--- src/rtl/mem_port_arbiter.sv ---
// mem_port_arbiter: round-robin arbiter sharing one fixed-latency single-ported memory between fetch (port 0) and load/store (port 1)
module mem_port_arbiter #(
  parameter int n = 32,
  parameter int LATENCY = 2
) (
  input  logic         clk,
  input  logic         nReset,
  input  logic         req0,
  input  logic [n-1:0] addr0,
  input  logic         req1,
  input  logic [n-1:0] addr1,
  input  logic         we1,
  input  logic [n-1:0] wdata1,
  input  logic [n-1:0] memRdata,
  output logic         ack0,
  output logic         ack1,
  output logic [n-1:0] rdata,
  output logic         busy,
  output logic         muxSelect,
  output logic [n-1:0] memAddr,
  output logic [n-1:0] memWdata,
  output logic         memWe,
  output logic         memEn
);
  localparam int CW = $clog2(LATENCY + 1);
  typedef enum logic [1:0] {IDLE, ACCESS, DONE} state_t;
  state_t state;
  logic [CW-1:0] count;
  logic last_owner;
  logic grant;
  logic owner_req;
  // on a tie the port that did not win last time gets the memory
  assign grant = (req0 & req1) ? ~last_owner : req1;
  assign owner_req = muxSelect ? req1 : req0;
  always_ff @(posedge clk or negedge nReset) begin
    if (!nReset) begin
      state      <= IDLE;
      count      <= '0;
      last_owner <= 1'b1;
      ack0       <= 1'b0;
      ack1       <= 1'b0;
      rdata      <= '0;
      busy       <= 1'b0;
      muxSelect  <= 1'b0;
      memAddr    <= '0;
      memWdata   <= '0;
      memWe      <= 1'b0;
      memEn      <= 1'b0;
    end else begin
      case (state)
        IDLE: if (req0 | req1) begin
          state      <= ACCESS;
          muxSelect  <= grant;
          last_owner <= grant;
          memAddr    <= grant ? addr1 : addr0;
          memWdata   <= grant ? wdata1 : memWdata;
          memWe      <= grant & we1;
          memEn      <= 1'b1;
          busy       <= 1'b1;
          count      <= CW'(LATENCY - 1);
        end
        ACCESS: if (count == '0) begin
          state <= DONE;
          memEn <= 1'b0;
          memWe <= 1'b0;
          rdata <= memWe ? rdata : memRdata;
          ack0  <= ~muxSelect;
          ack1  <= muxSelect;
        end else begin
          count <= count - 1'b1;
        end
        DONE: if (!owner_req) begin
          state <= IDLE;
          ack0  <= 1'b0;
          ack1  <= 1'b0;
          busy  <= 1'b0;
        end
        default: state <= IDLE;
      endcase
    end
  end
endmodule

--- config.mk ---
export PLATFORM = sky130hd
export DESIGN_NAME = mem_port_arbiter
export DESIGN_NICKNAME = d
export VERILOG_FILES = /design/src/rtl/mem_port_arbiter.sv
export SDC_FILE = /design/constraint.sdc
export NUM_CORES = 1
export LEC_CHECK = 0
export ABC_AREA = 0
export CAP_MARGIN = 10
export CORE_MARGIN = 5
export CORE_UTILIZATION = 40
export CTS_CLUSTER_SIZE = 24
export DETAILED_ROUTE_END_ITERATION = 10
export PLACE_DENSITY = 0.81
export RECOVER_POWER = 50
export SKIP_LAST_GASP = 1
export SLEW_MARGIN = 10
export SYNTH_ARGS = -nofsm -noshare
export SYNTH_HDL_FRONTEND = slang
export SYNTH_SLANG_ARGS = --single-unit
--- constraint.sdc ---
create_clock -name clk -period 2.2 [get_ports clk]
set_input_delay 0.22 -clock clk [delete_from_list [all_inputs] [get_ports clk]]
set_output_delay 0.22 -clock clk [all_outputs]
set_load 0.005 [all_outputs]
==> results of run 1 <==
-- cell families after synthesis --
logic type      count (synthesis)  synth area share
buf+inv                        32            0.0368
mux                            98             0.236
flops                         107             0.596
fa+ha+maj                       1           0.00278
compound gates                 76             0.101
simple gates                   21            0.0273
-- repair_timing --
item / 4_1_cts / 5_1_grt
endpoints found under the setup margin: 0 / 0
hold endpoints to repair: 35 / 0
setup buffers: 0 / 0
hold buffers: 1 / 0
-- state kept, by name, indices dropped and copies added (netlist names), 2 cells and up --
signal / cells
memAddr: 32
count: 2
state: 2
memWdata: 32
rdata: 32
-- worst min-delay path, stage by stage, from the launching register on --
cell	delay (ns)
dfrtp_1	0.34
nand2_1	0.05
nand2_1	0.05
-- final cells by class --
| type | instances | area (sq um) | share of cell area |
|---|---|---|---|
| well taps | 140 | 175 | 0.0242 |
| flip-flops and latches | 107 | 2680 | 0.369 |
| repair buffers | 245 | 2470 | 0.340 |
| clock inverters | 2 | 13.8 | 0.00190 |
| clock buffers | 11 | 243 | 0.0335 |
| multi-input cells | 196 | 1650 | 0.228 |
| inverters | 6 | 22.5 | 0.00311 |
-- per-stage QoR --
step,instances,hold slack [ns]
after global routing,707,0.487
after global placement,693,0.218
after detailed placement,693,0.226
final,707,0.472
after CTS,707,0.421
after floorplan,335,-0.0756
-- power by group through the flow --
stage	Clock, mW	Sequential (mW)	Combinational (mW)
after floorplan	0	3.56	1.80
after global placement	0	3.49	4.40
after detailed placement	0	3.55	4.55
after CTS	1.48	3.53	4.57
after global routing	1.56	3.63	4.70
final	1.43	3.50	4.31
-- layer usage --
metal  up-vias  wire length [um]
li1       1685                 -
met1      1714              4660
met2       142              6350
met3        13              1230
met4         0               176
met5         -                 0
-- Yosys cell counts (5+ instances only) --
cell,n,area [sq um]
nand2_1,5,18.8
mux2i_1,33,330
a21oi_1,34,170
buf_2,9,45.0
dfrtp_1,106,2650
inv_1,6,22.5
clkbuf_1,8,30.0
a31oi_1,33,206
mux2_2,63,709
-- worst paths after layout --
path / end / slack [ns] / cells after the start
max in group asynchronous: memAddr[2] / 0.50 / 3
max: rdata[24] / 0.43 / 6
min reg2reg: memEn / 0.47 / 2
max reg2reg: rdata[24] / 0.43 / 6
min in group asynchronous: memWdata[11] / 0.59 / 2
min: memEn / 0.47 / 2
==> results.md, run 1 <==
Power and ir drop:
- The final total power is a little over 9 mW.
- The net switching power is about 2.8 mW.
- In this run the static leakage power is 3.04 nW.
- Of the total power, the share spent switching nets is 0.300.
- VDD sags by at most ~0.63 mV.
- Cell internal power was estimated by the tool at 6.46 mW.
- Power spread over the standard cell area amounts to around 1300 nW/um^2.
- The share of total power dissipated in the clock network is 0.155.
- The sequential share of power is 0.379.
- The power share of the combinational group is 0.467.

Run:
- Max-cap violations in this run came to 0.

Critical path:
- The worst setup path is launched from a flop.
- In this design, the largest share of critical-path delay is due to simple AND/OR/NAND/NOR gates.
- In this design, the stage delay of the slowest critical-path cell is ~0.36 ns.
- The data required time at the worst endpoint is 2.41 ns.
- The beginning of the critical path is count[0].
- The cell with the largest stage delay on the worst path is dfrtp_1.
- In this run the critical register-to-register path is launched from count[0].
- Along the worst path, the maximum fanout reaches 32.
- The kind of critical path is flop to flop.
- The capturing element type of the critical path is a flop.
- Traced cell by cell, the critical path runs through inv_1 -> ha_1 -> nand3b_1 -> nor2_2 -> buf_12 -> mux2_2.
- Data arrives at the worst endpoint at approximately 2.0 ns.
- The number of buffers and inverters on the critical path is 2.

Drt:
- The DRC violation count after routing is 0.
- Once detail routing completed, the nets flagged for antenna violations numbered 0.
- The total vias in the final route is about 3600.
- Wires add up to ~12000 um.
- The detailed-route wire length per cell is approximately 18 um.
- In the routed layout, each cell is associated on average with a via count of a little over 5.
- The first-pass iteration count of the detailed router is 4.
- After the first detailed-routing iteration, the DRC count stood at approximately 140.

Yosys:
- The average cell area after synthesis is 13.4 sq um.
- In this run the cell area of the synthesized design comes to between 4000 and 5000 sq um.
- For this run, the number of Yosys warnings is 0.
- The flip-flop cell with the highest count after synthesis is dfrtp_1.
- The post-synthesis async set-or-reset flop share is 1.00.
- The share of the Yosys chip area taken by registers is 0.596.
- The number of nets in the synthesized netlist is ~470.
- In this run, synthesis produced a sequential element count of around 110.
- The number of instances in the synthesized netlist is between 300 and 400.
- In this run, synthesis inferred 0 flip-flops with an integrated enable.
- The number of distinct standard cells referenced by the synthesized netlist is 30.

STA:
- Based on the critical path, the design can be clocked at up to 0.565 GHz.
- The number of hold violations in the final report is 0.
- The number of pins exceeding their max-slew limit in the final report is 0.
- Setup repair after global routing left no endpoint under its margin.
- At the pin with the least slew margin, the transition time is 0.978 ns.
- The final critical delay including setup and external delays is between 1.5 and 2 ns.
- Setup violations remaining at the end of the flow were counted as 0.
- Clock skew on the completed layout was measured at 0.00558 ns.
- The worst slew margin relative to its limit is 0.348.
- Adding up every negative setup slack in the final design gives 0 ns.
- Of the available clock period, the critical path in the final layout requires 0.804.
- The post-layout worst setup margin is between 0.4 and 0.5 ns.

Layout:
- In the layout the commonest cells are clkdlybuf4s50_1 (193), dfrtp_1 (106), mux2_2 (63).
- The cell area after layout is 7250 sq um.
- The fraction of layout instances using a drive strength above 1 is 0.159.
- 0 antenna diodes ended up in the layout.
- The most common library cell in the layout ignoring fill and taps is clkdlybuf4s50_1.
- The area growth from synthesis to layout is 61.4%.
- Measured on the finished design, the core utilization comes to 0.663.
- The number of nets in the layout is around 700.
- The layout has 869 filler cells.

Floorplan:
- The vertical extent of the die is approximately 120 um.
- The core region is ~11000 sq um.
- The floorplan step set the die width to 116 um.
- The cell row count is 38.
- The initial core utilization is 0.411.
- The number of top-level design ports is roughly 240.
- The die covers 13500 sq um.

Global route:
- Across every metal layer, demand over resource in global routing totals 0.184.
- The met1 track demand over resource is 0.212.
- After global routing the overflow that remains totals 0.
- The pin count of the biggest net entering global routing is between 60 and 70.
- The number of antenna violations at the first check in global routing is 0.
- The global-route wire length before repair is just under 20000 um.
- For met3 alone, demand over resource in global routing was 0.0627.
- The number of global-route vias before repair is 3801.
- After global routing, the most crowded layer is met2.
- The met2 global-route usage is 0.324.

Clock tree:
- CTS placed an instance of clkbuf_16 at the clock tree root.
- No sink is reached through more buffers than the 2 on the longest clock path.
- In this run, CTS created clock tree buffers numbering 9.
- The CTS tree is built.
- The number of H-tree levels is 3.
- After clock tree synthesis, the clock-pin slew on the worst setup and hold paths is 0.06 ns.
- The insertion delay of the later-clocked pin in the worst-skew pair is between 0.3 and 0.4 ns.
- The number of gates resized after CTS was 0.
- Clock tree synthesis found a total of 107 sinks.

Worst hold path:
- The path class of the tightest hold or removal check is flop to flop.
- In this run the most critical hold path is launched from memEn.

Placed design:
- Timing analysis after detailed placement gives a worst setup slack of ~0.20 ns.
- The half-perimeter wire length of the detailed placement result is between 9000 and 10000 um.
- The number of port buffers is between 200 and 250.
- The congestion estimate from routability-driven global placement came to around 0.75.
- The placed instances occupy a cell area of 7000 sq um.

Run status:
- The run finished with clean final reports.
(Power assumes the default switching activity.)
==> run 2, diff against run 1 <==
clock period = 1.7 ns   (was 2.2 ns; I/O delays follow)
==> run 2 against run 1 <==
Worst setup slack lost 0.41 ns; cell count grew 2.1%; final area grew 4.6%; combinational power grew 46%.
==> results.md, run 2 (synthesis results as in run 1) <==
Clock tree:
- Clock tree synthesis found a total of ~110 sinks.
- After clock tree synthesis, the clock-pin slew on the worst setup and hold paths is roughly 0.070 ns.
- TritonCTS built the clock tree.
- The clock tree root buffer cell is clkbuf_16.
- The number of H-tree levels is 3.
- The largest buffer count on any clock path is 2.
- The insertion delay of the later-clocked pin in the worst-skew pair is roughly 0.33 ns.
- The number of buffers added by the clock tree synthesis step is 9.

Floorplan:
- The die is roughly 120 um tall.
- The floorplan step set the die width to between 100 and 150 um.
- The cell row count is 38.
- The floorplan step defined a die boundary enclosing 13500 sq um.
- The area inside the core boundary is roughly 11000 sq um.
- The initial core utilization is 0.411.
- During I/O placement, the number of pins put on the boundary was between 200 and 250.

Worst hold path:
- The worst hold path class is primary input to asynchronous set/reset pin.

STA:
- The maximum frequency from static timing analysis is ~0.60 GHz.
- The post-layout worst setup margin is 0.0219 ns.
- The final-layout setup total negative slack is 0 ns.
- The number of hold violations in the final report is 0.
- On the final layout, the worst clock skew is 0.00846 ns.
- The number of pins exceeding their max-slew limit in the final report is 0.
- Across all hold checks on the routed design, the worst slack comes to about 0.42 ns.
- At the pin with the least slew margin, the transition time is 0.691 ns.
- The worst pin sits at a relative slew slack of 0.539.
- Setup repair after global routing could not meet its margin everywhere.
- In the finished design, the share of the clock period the worst path needs comes to 0.987.
- The final critical delay including setup and external delays is 1.68 ns.
- Setup violations remaining at the end of the flow were counted as 0.

Critical path:
- The worst-path maximum fanout is 8.
- The kind of critical path is flop to flop.
- STA classifies the critical path startpoint as a flop.
- The cell count of the worst reg-to-reg path is 6.
- The beginning of the critical path is count[0].
- The worst setup path is captured at a flop.
- The data required time at the worst endpoint is between 1.5 and 2 ns.
- The startpoint identified for the worst register-to-register timing path is count[0].
- In this run the register-to-register setup slack is about 0.022 ns.
- Data on the critical path arrives at its endpoint at between 1.5 and 2 ns.

Layout:
- The area growth from synthesis to final layout is 68.9%.
- 0 antenna diodes ended up in the layout.
- The largest registers in the layout are memAddr (32), memWdata (32), rdata (32).
- At the end of the flow, the number of nets in the layout was about 700.
- The library cells used most frequently in the layout, excluding fill and tap cells, are clkdlybuf4s50_1 (233), dfrtp_1 (105), mux2_2 (40).
- Counting the fill cells in the layout gives a little over 800.
- In the final layout, the share of cells above drive strength 1 is 0.191.
- The finished cells cover between 7000 and 8000 sq um.
- The most common library cell in the layout ignoring fill and taps is clkdlybuf4s50_1.

Placed design:
- The cell area reported after detailed placement is slightly above 7000 sq um.
- At the end of routability-driven placement, the weighted congestion stood at between 0.7 and 0.8.
- The half-perimeter wire length of the detailed placement result is 9660 um.
- Buffers placed on the I/O ports in this run total 234.
- The post-place setup slack is -0.118 ns.

Global route:
- The global routing usage summed across all routing layers is 0.183.
- The number of antenna violations at the first check in global routing is 0.
- Entering global routing, the biggest net connects 65 pins.
- The global-route wire length before repair is 19400 um.
- The number of global-route vias before repair is ~3800.
- For this run the aggregate overflow at the end of global routing stands at 0.

Power and ir drop:
- Power comes to between 10 and 15 mW.
- The analysis attributes to cell leakage a power of approximately 3.2 nW.
- Power spread over the standard cell area amounts to approximately 1700 nW/um^2.
- The peak ir drop on the vdd network is between 0.8 and 0.9 mV.

Drt:
- The pre-antenna-repair detailed-routing pass consisted of 4 iterations.
- The DRC violation count after routing is 0.
- For this block, the initial DRC count from the detailed router was ~160.
- The routed layout has approximately 3700 vias.
- The total length of routed wires is between 10000 and 15000 um.
- The count of nets left with antenna violations once routing finished came out at 0.
- The detailed-route wire length per cell is around 18 um.
- Dividing the detail-routed via count by the number of cells gives 5.10.

Run status:
- The run finished with clean final reports.

Run:
- Across the run, the number of max-cap violations was 0.
[run 2: cell types whose count changed in the layout (fill, tap and decap cells not counted), moves of 2 or more]
cell             change
clkdlybuf4s50_1     +40
mux2_4              +23
buf_4                +7
buf_12               +2
clkbuf_16            +3
inv_2                +2
nor2_4               +2
inv_1                -2
mux2_2              -23
dlygate4sd3_1       -40
[run 2: final cells by class]
class	count	area, sq um	share of cell area
multi-input combinational	196	1760	0.232
clock buffer	11	243	0.0320
timing repair buffer	257	2640	0.348
tap	140	175	0.0231
inverter	6	22.5	0.00297
sequential	107	2680	0.353
clock inverter	5	60.1	0.00792
[run 2: routing by layer]
layer	up-vias	track usage	part of all wire	wire length [um]
met5	-	0	0	0
met4	0	0.0472	0.016	208
met3	15	0.0548	0.087	1160
met2	161	0.321	0.51	6760
met1	1798	0.219	0.39	5160
li1	1709	-	-	-
[run 2: timing repair]
| item | in CTS | in global routing |
|---|---|---|
| setup endpoints to repair | 0 | 33 |
| hold endpoints to repair | 24 | 0 |
| resized for setup | 0 | 29 |
| hold buffers | 1 | 0 |
| buffers inserted | 0 | 2 |
[run 2: power by group]
part	internal, mW	total (mW)	leakage (nW)	switching [mW]
Combinational	4.11	6.28	1.83	2.17
Sequential	3.84	4.62	1.24	0.779
Clock	1.19	2.10	0.146	0.910
[run 2: per-stage QoR]
stage / cells / util
floorplan: 335 / -
global placement: 699 / 0.648
detailed placement: 699 / 0.648
CTS: 716 / 0.676
global route: 722 / 0.694
finish: 722 / 0.694
[run 2: critical path, cell delays in order, from the launching register on]
cell and delay, ns:
dfrtp_1 0.37, inv_2 0.08, ha_4 0.14, nand3b_1 0.14, nor2_4 0.28, buf_6 0.20, mux2_2 0.35
[run 2: final timing paths]
check,endpoint
worst max-delay path,rdata[7]
worst min-delay path,memWdata[7]
worst max register to register,rdata[7]
worst min register to register,memEn
max in group asynchronous,memWdata[28]
min in group clk,memWdata[25]
